--- src/rtl/operand_sequencer.sv ---
// Operand sweep generator for the summator: walks every (r1, r2) pair in row-major
// order, holds each pair for DWELL cycles and strobes o_sample when the sum is valid.
//
//   state   | meaning
//   IDLE    | waiting for i_start after reset
//   RUN     | sweeping pairs, dwell counter active
//   DONE    | sweep complete, o_done held until i_start or i_reset
module operand_sequencer #(
    parameter int REGLENGTH = 3,
    parameter int DWELL     = 2
) (
    input  logic                 i_clk,
    input  logic                 i_reset,
    input  logic                 i_start,
    input  logic                 i_pause,
    output logic [REGLENGTH-1:0] o_r1,
    output logic [REGLENGTH-1:0] o_r2,
    output logic                 o_sample,
    output logic                 o_last,
    output logic                 o_busy,
    output logic                 o_done
);

    localparam int                    DCNT_W  = $clog2(DWELL);
    localparam logic [DCNT_W-1:0]     DCNT_TC = DCNT_W'(DWELL - 1);
    localparam logic [REGLENGTH-1:0]  OP_MAX  = '1;

    localparam logic [1:0] ST_IDLE = 2'd0;
    localparam logic [1:0] ST_RUN  = 2'd1;
    localparam logic [1:0] ST_DONE = 2'd2;

    logic [1:0]           r_state;
    logic [DCNT_W-1:0]    r_dcnt;
    logic [REGLENGTH-1:0] r_r1;
    logic [REGLENGTH-1:0] r_r2;

    logic w_tc;
    logic w_final;

    // Terminal dwell cycle: the registered sum of the held pair is valid now.
    assign w_tc    = (r_state == ST_RUN) && !i_pause && (r_dcnt == DCNT_TC);
    assign w_final = (r_r1 == OP_MAX) && (r_r2 == OP_MAX);

    always_ff @(posedge i_clk) begin
        if (i_reset) begin
            r_state <= ST_IDLE;
            r_dcnt  <= '0;
            r_r1    <= '0;
            r_r2    <= '0;
        end else begin
            case (r_state)
                ST_IDLE, ST_DONE: begin
                    if (i_start) begin
                        r_state <= ST_RUN;
                        r_dcnt  <= '0;
                        r_r1    <= '0;
                        r_r2    <= '0;
                    end
                end
                ST_RUN: begin
                    if (!i_pause) begin
                        if (r_dcnt != DCNT_TC) begin
                            r_dcnt <= r_dcnt + DCNT_W'(1);
                        end else begin
                            r_dcnt <= '0;
                            if (w_final) begin
                                r_state <= ST_DONE;
                                r_r1    <= '0;
                                r_r2    <= '0;
                            end else if (r_r2 == OP_MAX) begin
                                r_r2 <= '0;
                                r_r1 <= r_r1 + REGLENGTH'(1);
                            end else begin
                                r_r2 <= r_r2 + REGLENGTH'(1);
                            end
                        end
                    end
                end
                default: r_state <= ST_IDLE;
            endcase
        end
    end

    assign o_r1     = r_r1;
    assign o_r2     = r_r2;
    assign o_sample = w_tc;
    assign o_last   = w_tc && w_final;
    assign o_busy   = (r_state == ST_RUN);
    assign o_done   = (r_state == ST_DONE);

endmodule

--- config.mk ---
export PLATFORM = sky130hd
export DESIGN_NAME = operand_sequencer
export DESIGN_NICKNAME = d
export VERILOG_FILES = /design/src/rtl/operand_sequencer.sv
export SDC_FILE = /design/constraint.sdc
export NUM_CORES = 1
export LEC_CHECK = 0
export BUFFER_PORTS_ARGS = -buffer_cell sky130_fd_sc_hd__buf_2
export CAP_MARGIN = 20
export CORE_AREA = 10 10 47 49
export CTS_CLUSTER_SIZE = 24
export DETAILED_ROUTE_END_ITERATION = 10
export DIE_AREA = 0 0 57 59
export SLEW_MARGIN = 15
export SYNTH_ARGS = -nofsm -noshare
export SYNTH_HDL_FRONTEND = slang
export SYNTH_SLANG_ARGS = --single-unit
--- constraint.sdc ---
create_clock -name i_clk -period 1.24 [get_ports i_clk]
set_input_delay 0.31 -clock i_clk [delete_from_list [all_inputs] [get_ports i_clk]]
set_output_delay 0.31 -clock i_clk [all_outputs]
set_load 0.005 [all_outputs]
# Yosys cells after proc, flatten, opt, wreduce, memory -nomap -nowiden

Cells that the tools add are included.
W data, S select, Z words.

Muxes and demuxes: 20
Eq/ne operators: 9
$mul: 0
Bitwise gates (word level): 0
$add $sub $neg: 3
Reduce and logical (&&, ||, !) cells: 12
Shift operators: 0
Divide/modulo/power cells: 0
$lt $le $gt $ge: 0

Operators by type and width:

| kind                  | count |
|---|---|
| $mux W3               | 9 |
| $pmux W3 S2           | 2 |
| $mux W2               | 4 |
| $reduce_and A4 Y1     | 2 |
| $add A3 B1 Y3 const B | 2 |
| $eq A3 B3 Y1 const B  | 2 |
| $reduce_and A5 Y1     | 1 |
| $logic_and A1 B1 Y1   | 4 |
| $ne A2 B1 Y1 const B  | 2 |
| $ne A2 B2 Y1 const B  | 2 |
| $pmux W2 S2           | 1 |
| $mux W1               | 3 |
| $ne A3 B1 Y1 const B  | 1 |
| $reduce_and A3 Y1     | 1 |
| $eq A2 B1 Y1 const B  | 1 |
| $eq A2 B2 Y1 const B  | 1 |
| $logic_not A2 Y1      | 1 |
| $pmux W1 S2           | 1 |
| $reduce_bool A2 Y1    | 1 |
| $reduce_or A2 Y1      | 1 |
| $add A1 B1 Y1 const B | 1 |
| $logic_not A1 Y1      | 1 |

Bits in latches: 0
Memories: 0
Word-level logic and storage cells: 48
Bits in read-only memories: 0
Bits in writable memories: 0
Bits in registers: 9
Input bits: 4
Output and inout port bits: 10

# Longest topological paths before layout

Gate-level depths: netlist of run 1.

Depth after elaboration: 6
Gate-level depth with buffers: 5
Gate-level depth less buffers: 5

# Least setup slack after synthesis of run 1

Ideal clock, no wire load.

Kind: reg2out
Start point: reg r_r2[0] (netlist: o_r2[0])
End point: out o_last
Buffers on the path: 0
Data arrival time: 0.952 ns
Stages on the path, launching flop included: 5
Slack: -0.022 ns
Required time: 0.930 ns
Path through: dfxtp_1 -> ha_1 -> ha_1 -> nand2_1 -> nor2_1

Cells in the longest elaborated chain, start to end: 3

Ends and longest elaborated chain:

| item                     | RTL line | text |
|---|---|---|
| start: declaration       | 35       | `logic [REGLENGTH-1:0] r_r2;` |
| start signal: assignment | 74       | `r_r2 <= r_r2 + REGLENGTH'(1);` |
| $eq A3 B3 Y1             | 42       | `assign w_final = (r_r1 == OP_MAX) && (r_r2 == OP_MAX);` |
| $logic_and A1 B1 Y1      | 42       |  |
| $logic_and A1 B1 Y1      | 87       | `assign o_last = w_tc && w_final;` |
| end: declaration         | 19       | `output logic o_last,` |

No other way between the ends.

# Worst setup path in the final report of run 1

Start point: reg r_r2[1] (netlist: o_r2[1])
End point: out o_last

The elaborated chain is that of the path after synthesis.

==> results.yml, run 1 <==
logic_synthesis:
  syn-mean-instance-area_um2: 9.62
  share_of_cell_area_taken_by_muxes_after_synthesis_pct: 5.78
  synth-seq-area-share_pct: 34.7
  ys_warn_count: 0
  synth-xor-area-share_pct: 0
  synth-compound-area-share_pct: 10.8
  synthDistinctLibCells: 24
  syn_nets: 62
  synth_area_um2: 519
  synth_area_in_simple_gates_pct: 34.7
  synth_fa_ha_area_share_pct: 9.64
  synth_top_family_by_area: "simple AND/OR/NAND/NOR gates"
  flops_latches_synth: 9
  synthesis.instances: 54
clocking:
  tritoncts.num_buffers: 3
  clock_latency_ns: 0.26
  cts-root-to-sink-buffers: 2
  hold_buffers: 0
  cts_tree: "done"
  cts.reportedPaths.clkPinSlew_ns: 0.07
  cts.htree.levels: 1
  clk_sink_count: 9
  clock_tree.root_cell: "sky130_fd_sc_hd__clkbuf_4"
floorplanning:
  horiz_die_dim_um: 57
  placementRows: 14
  die_height_um: 59
  start_util_pct: 37.1
  core_area_mm2: 0.00140
  num_io_pins: 14
  design.die.area_mm2: 0.00336
placement:
  gpl.final_weighted_congestion: 0.712
  numPortBuffers: 13
  dp_slack_ns: -0.0744
  post-dp-hpwl_mm: 1.06
timing:
  timing.fmax_mhz: 682
  finalHoldViolations: 0
  grt_setup_unrepaired: "yes"
  setup_slack_ns: -0.226
  worstMarginPinSlew_ns: 0.249
  totalNegativeSetupSlack_ns: -0.807
  final_period_minus_worst_setup_slack_ns: 1.47
  final.period_utilization_pct: 118
  setup-violations-final: 9
  finalMaxSlewViolations: 0
  fin_skew_ns: 0.00286
  slew_hr_pct: 83.4
  hold_slack_ns: 0.347
final_layout:
  final_cell_mix: "sky130_fd_sc_hd__buf_4 (18), sky130_fd_sc_hd__buf_2 (10), sky130_fd_sc_hd__buf_6 (9)"
  syn_to_final_growth_pct: 78.8
  num_antenna_cells: 0
  final_common_cell: "sky130_fd_sc_hd__buf_4"
  drive_gt1_share_pct: 64.5
  final_net_count: 102
global_route:
  grt_first_pass_wirelength_mm: 2.64
  first_global_vias: 590
  track_usage_pct: 9.46
  antenna_found_initial: 0
  grt_start_max_net_pins: 11
  globalRoute.totalOverflow: 0
detailed_routing:
  topRoutingLayerUsed: "met4"
  final_antenna_net_count: 0
  drtIter0Drc: 8
  drc: 0
  detail_route.wirelength.met1_um: 619
  routed_wire_length_per_instance_um: 15.6
  route.met2.wl_um: 953
  routed_via_density: 5.28
  1st_pass_router_iterations: 4
  drt-total-wl_mm: 1.70
  vias: 576
  detailroute.wirelength.met3_um: 76
critical_path:
  arrival_ns: 1.16
  cp_slowest_stage_delay_ns: 0.35
  timing.critical_path.cells: "ha_4 -> ha_4 -> nand2_4 -> nor2_1 -> buf_2"
  worstSetupStartpointType: "flip-flop"
  critical_path.slowest_cell: "sky130_fd_sc_hd__dfxtp_2"
  crit_path_most_repeated_cell: "sky130_fd_sc_hd__ha_4"
  required_worst_endpoint_ns: 0.93
  worst-r2r-cell-count: 7
  crit_family: "flip-flops"
  setup.worst_path.end_class: "output port"
  critical_path.n_buffers_inverters: 1
  logic_depth_of_the_worst_path_buffers_included: 5
  worst-setup-path-type: "reg -> out"
  worstPathMaxFanout: 4
run_status:
  status: "finished with violations"
  failed_checks: "setup timing"
power_and_ir_drop:
  internal_power_uw: 455
  clkPwrFrac_pct: 39.1
  power.density_cell_area_mw_per_mm2: 661
  p_sw_share_pct: 25.8
  seq_power_share_pct: 48.7
  vdd.ir_drop.worst_v: 0.000690
  power_frac_comb_pct: 12.3
  p_leak_uw: 0.000447
  total_power_uw: 614
  switching_power_uw: 158
flow_run:
  cap_violations: 0
min_path:
  hold_path_depth: 2
  worst_hold_path_type: "in -> reg"
## power groups by stage
stage          Sequential (µW)  Clock [µW]  Combinational [µW]
2_1_floorplan              306           0                37.6
3_3_place_gp               307           0                62.0
3_5_place_dp               307           0                62.6
4_1_cts                    298         241                69.1
5_1_grt                    300         252                80.9
6_report                   299         240                75.3
## worst reg2reg max path, stage by stage (launching register included)
cell and delay (ns):
sky130_fd_sc_hd__dfxtp_2 0.35, sky130_fd_sc_hd__ha_4 0.14, sky130_fd_sc_hd__ha_4 0.16, sky130_fd_sc_hd__nand2_4 0.05, sky130_fd_sc_hd__buf_4 0.12, sky130_fd_sc_hd__buf_6 0.11
sky130_fd_sc_hd__buf_6 0.11, sky130_fd_sc_hd__a41o_1 0.17
## per-layer routing
| layer | GRT usage (%) | up-vias |
|---|---|---|
| li1 | - | 276 |
| met1 | 9.36 | 277 |
| met2 | 18.8 | 17 |
| met3 | 2.79 | 6 |
| met4 | 2.01 | 0 |
| met5 | 0 | - |
## final timing paths
kind,from,end,slack [ns]
min reg2reg,o_r1[2],o_r1[2],0.55
min,i_reset,r_state[1],0.35
max,o_r2[1],o_last,-0.23
max reg2reg,o_r2[1],o_r2[2],-0.09
## state kept, by name, summed over array words and instances (netlist names)
register / flops
r_dcnt: 1
r_state: 2
o_r2: 3
o_r1: 3
## repair_timing
action | CTS | global route
resized for setup | 22 | 10
endpoints found under the setup margin | 9 | 12
pin swaps | 4 | 6
setup buffers | 4 | 8
## stage by stage
step           area (µm²)  util, %  std cells
2_1_floorplan         522        -         54
3_3_place_gp          689     49.2         94
3_5_place_dp          689     49.2         94
4_1_cts               841     60.0        102
5_1_grt               928     66.3        109
6_report              928     66.3        109
## cell usage after synthesis
library cell / count / share of area, %
sky130_fd_sc_hd__dfxtp_1: 9 / 35
sky130_fd_sc_hd__nand3b_1: 5 / 7.2
sky130_fd_sc_hd__a21oi_1: 4 / 3.9
sky130_fd_sc_hd__ha_1: 4 / 9.6
sky130_fd_sc_hd__nand3_1: 4 / 3.9
sky130_fd_sc_hd__mux2i_1: 3 / 5.8
sky130_fd_sc_hd__nand2_1: 3 / 2.2
sky130_fd_sc_hd__nor2_1: 3 / 2.2
sky130_fd_sc_hd__and2b_2: 2 / 3.4
sky130_fd_sc_hd__nand2b_1: 2 / 2.4
sky130_fd_sc_hd__o21ai_0: 2 / 1.9
sky130_fd_sc_hd__a2bb2oi_1: 1 / 1.7
sky130_fd_sc_hd__a41o_1: 1 / 1.9
sky130_fd_sc_hd__and4b_1: 1 / 1.9
sky130_fd_sc_hd__buf_1: 1 / 0.72
sky130_fd_sc_hd__buf_6: 1 / 2.2
sky130_fd_sc_hd__inv_1: 1 / 0.72
sky130_fd_sc_hd__inv_2: 1 / 0.72
sky130_fd_sc_hd__nand2_2: 1 / 1.2
sky130_fd_sc_hd__nand4b_1: 1 / 1.7
sky130_fd_sc_hd__nand4bb_4: 1 / 5.3
sky130_fd_sc_hd__nor3_1: 1 / 0.96
sky130_fd_sc_hd__nor3b_2: 1 / 2.4
sky130_fd_sc_hd__o21a_1: 1 / 1.4
## layout make-up
cell class,instances,area [µm²]
fill,114,473
multi-input combinational,41,395
inverter,2,7.51
sequential,9,193
clock buffer,4,26.3
timing repair buffer,37,287
tap,16,20.0
## kinds of logic (layout without fill, tap and decap cells)
family                     after synthesis  count (layout)
AOI/OAI and AO/OA                        9               9
and+or+nand+nor                         25              25
adders and majority gates                4               4
buffers and inverters                    4              43
muxes                                    3               3
DFF                                      9               9
Power figures use the tool's default switching activity.
==> run 2: changes to the inputs <==
==> constraint.sdc (replaced) <==
create_clock -name i_clk -period 1.26 [get_ports i_clk]
set_input_delay 0.315 -clock i_clk [delete_from_list [all_inputs] [get_ports i_clk]]
set_output_delay 0.315 -clock i_clk [all_outputs]
set_load 0.005 [all_outputs]
==> results.yml, run 2 (same netlist as run 1, synthesis figures left out) <==
critical_path:
  critical_path.n_buffers_inverters: 1
  critical_path.slowest_cell: "sky130_fd_sc_hd__dfxtp_2"
  worstPathMaxFanout: 2
  crit_family: "flip-flops"
  crit_end: "o_last"
  worstSetupStartpointType: "flip-flop"
  worst-setup-path-type: "reg -> out"
  r2r_start: "o_r2[1]"
  setup.worst_path.end_class: "output port"
  worst-r2r-cell-count: 7
  reg2reg_to: "r_state[0]"
  crit_start: "o_r2[1]"
  required_worst_endpoint_ns: 0.94
  crit_path_most_repeated_cell: "sky130_fd_sc_hd__ha_4"
  r2r_slack_ns: 0.03
  timing.critical_path.cells: "ha_4 -> ha_4 -> nand2_2 -> nor2_1 -> buf_2"
  cp_slowest_stage_delay_ns: 0.34
  arrival_ns: 1.12
  logic_depth_of_the_worst_path_buffers_included: 5
clocking:
  clock_latency_ns: 0.26
  cts.htree.levels: 1
  hold_buffers: 0
  clk_sink_count: 9
  cts.reportedPaths.clkPinSlew_ns: 0.06
  cts_tree: "done"
  cts-root-to-sink-buffers: 2
  tritoncts.num_buffers: 3
  clock_tree.root_cell: "sky130_fd_sc_hd__clkbuf_4"
detailed_routing:
  topRoutingLayerUsed: "met4"
  drtIter0Drc: 13
  vias: 529
  drc: 0
  drt-total-wl_mm: 1.53
  detail_route.wirelength.met1_um: 645
  final_antenna_net_count: 0
  route.met2.wl_um: 841
  1st_pass_router_iterations: 4
  detailroute.wirelength.met3_um: 32
  routed_wire_length_per_instance_um: 14.3
  routed_via_density: 4.94
final_layout:
  layout.area.seq_um2: 190
  final_cell_area_um2: 903
  fillerInstances: 111
  drive_gt1_share_pct: 65.9
  num_antenna_cells: 0
  final_net_count: 100
  syn_to_final_growth_pct: 74.0
  final_common_cell: "sky130_fd_sc_hd__buf_4"
  post-route-util_pct: 64.5
  area_of_combinational_cells_with_multiple_inputs_um2: 405
  final_cell_mix: "sky130_fd_sc_hd__buf_4 (19), sky130_fd_sc_hd__buf_2 (11), sky130_fd_sc_hd__nand3b_1 (5), sky130_fd_sc_hd__dfxtp_2 (5), sky130_fd_sc_hd__buf_6 (5)"
power_and_ir_drop:
  total_power_uw: 597
  vdd.ir_drop.worst_v: 0.000580
  p_leak_uw: 0.000420
  power.density_cell_area_mw_per_mm2: 660
run_status:
  failed_checks: "setup timing"
  status: "finished with violations"
timing:
  finalHoldViolations: 0
  grt_setup_unrepaired: "yes"
  fin_skew_ns: 0.00253
  finalMaxSlewViolations: 0
  final_period_minus_worst_setup_slack_ns: 1.44
  worstMarginPinSlew_ns: 0.266
  timing.fmax_mhz: 696
  final.period_utilization_pct: 114
  slew_hr_pct: 82.2
  setup_slack_ns: -0.177
  setup-violations-final: 4
  totalNegativeSetupSlack_ns: -0.395
global_route:
  grt_first_pass_wirelength_mm: 2.55
  antenna_found_initial: 0
  track_usage_pct: 9.34
  globalRoute.totalOverflow: 0
  grt_start_max_net_pins: 11
  first_global_vias: 588
placement:
  dp_slack_ns: -0.0536
  placed_area_um2: 682
  post-dp-hpwl_um: 991
  numPortBuffers: 13
  gpl.final_weighted_congestion: 0.681
floorplanning:
  start_util_pct: 37.1
  num_io_pins: 14
  die_height_um: 59
  design.die.area_mm2: 0.00336
  core_area_mm2: 0.00140
  horiz_die_dim_um: 57
  placementRows: 14
flow_run:
  cap_violations: 0
min_path:
  worst_hold_path_type: "in -> reg"
## run 2: changes by cell type in the layout (fill, tap and decap cells not counted), sizes merged
cell / change
buf: -2
## run 2: report_power, final
group | leakage [µW] | switching (µW) | internal, µW | total [µW]
Combinational | 0.000329 | 36.7 | 41.5 | 78.2
Clock | 0.0000150 | 102 | 122 | 224
Sequential | 0.0000760 | 6.92 | 287 | 294
Total | 0.000420 | 146 | 451 | 597
## run 2: per-stage QoR
| step | instances | hold slack (ns) |
|---|---|---|
| after global routing | 107 | 0.365 |
| after detailed placement | 93 | 0.507 |
| final | 107 | 0.350 |
| after floorplan | 54 | 0.476 |
| after global placement | 93 | 0.499 |
| after CTS | 107 | 0.323 |
## run 2: how the worst min path moves through the flow
| stage | startpoint | endpoint | depth (start not counted) | slack, ns |
|---|---|---|---|---|
| CTS | i_reset | o_r2[1] | 2 | 0.32 |
| global route | i_reset | o_r2[0] | 2 | 0.37 |
| floorplan | o_r2[1] | o_r2[1] | 2 | 0.48 |
| detailed placement | o_r1[1] | o_r1[1] | 2 | 0.51 |
| finish | i_reset | o_r2[0] | 2 | 0.35 |
| global placement | o_r1[1] | o_r1[1] | 2 | 0.50 |
## run 2: layout make-up
class,count,area share [%]
Sequential cell,9,21.1
Tap cell,16,2.22
Clock buffer,4,2.91
Timing Repair Buffer,35,28.1
Inverter,2,0.831
Multi-Input combinational cell,41,44.9
## run 2: per-layer routing
layer / vias up / GRT usage [%]
met4: 0 / 5.03
met1: 248 / 9.51
li1: 272 / -
met3: 2 / 2.58
met2: 7 / 16.9
met5: - / 0
## run 2: what timing repair did
| action | CTS | global route |
|---|---|---|
| gates resized for setup | 18 | 10 |
| pin swaps | 3 | 4 |
| setup endpoints to repair | 7 | 11 |
| buffers inserted | 10 | 0 |
| endpoints found under the hold margin | 0 | 0 |
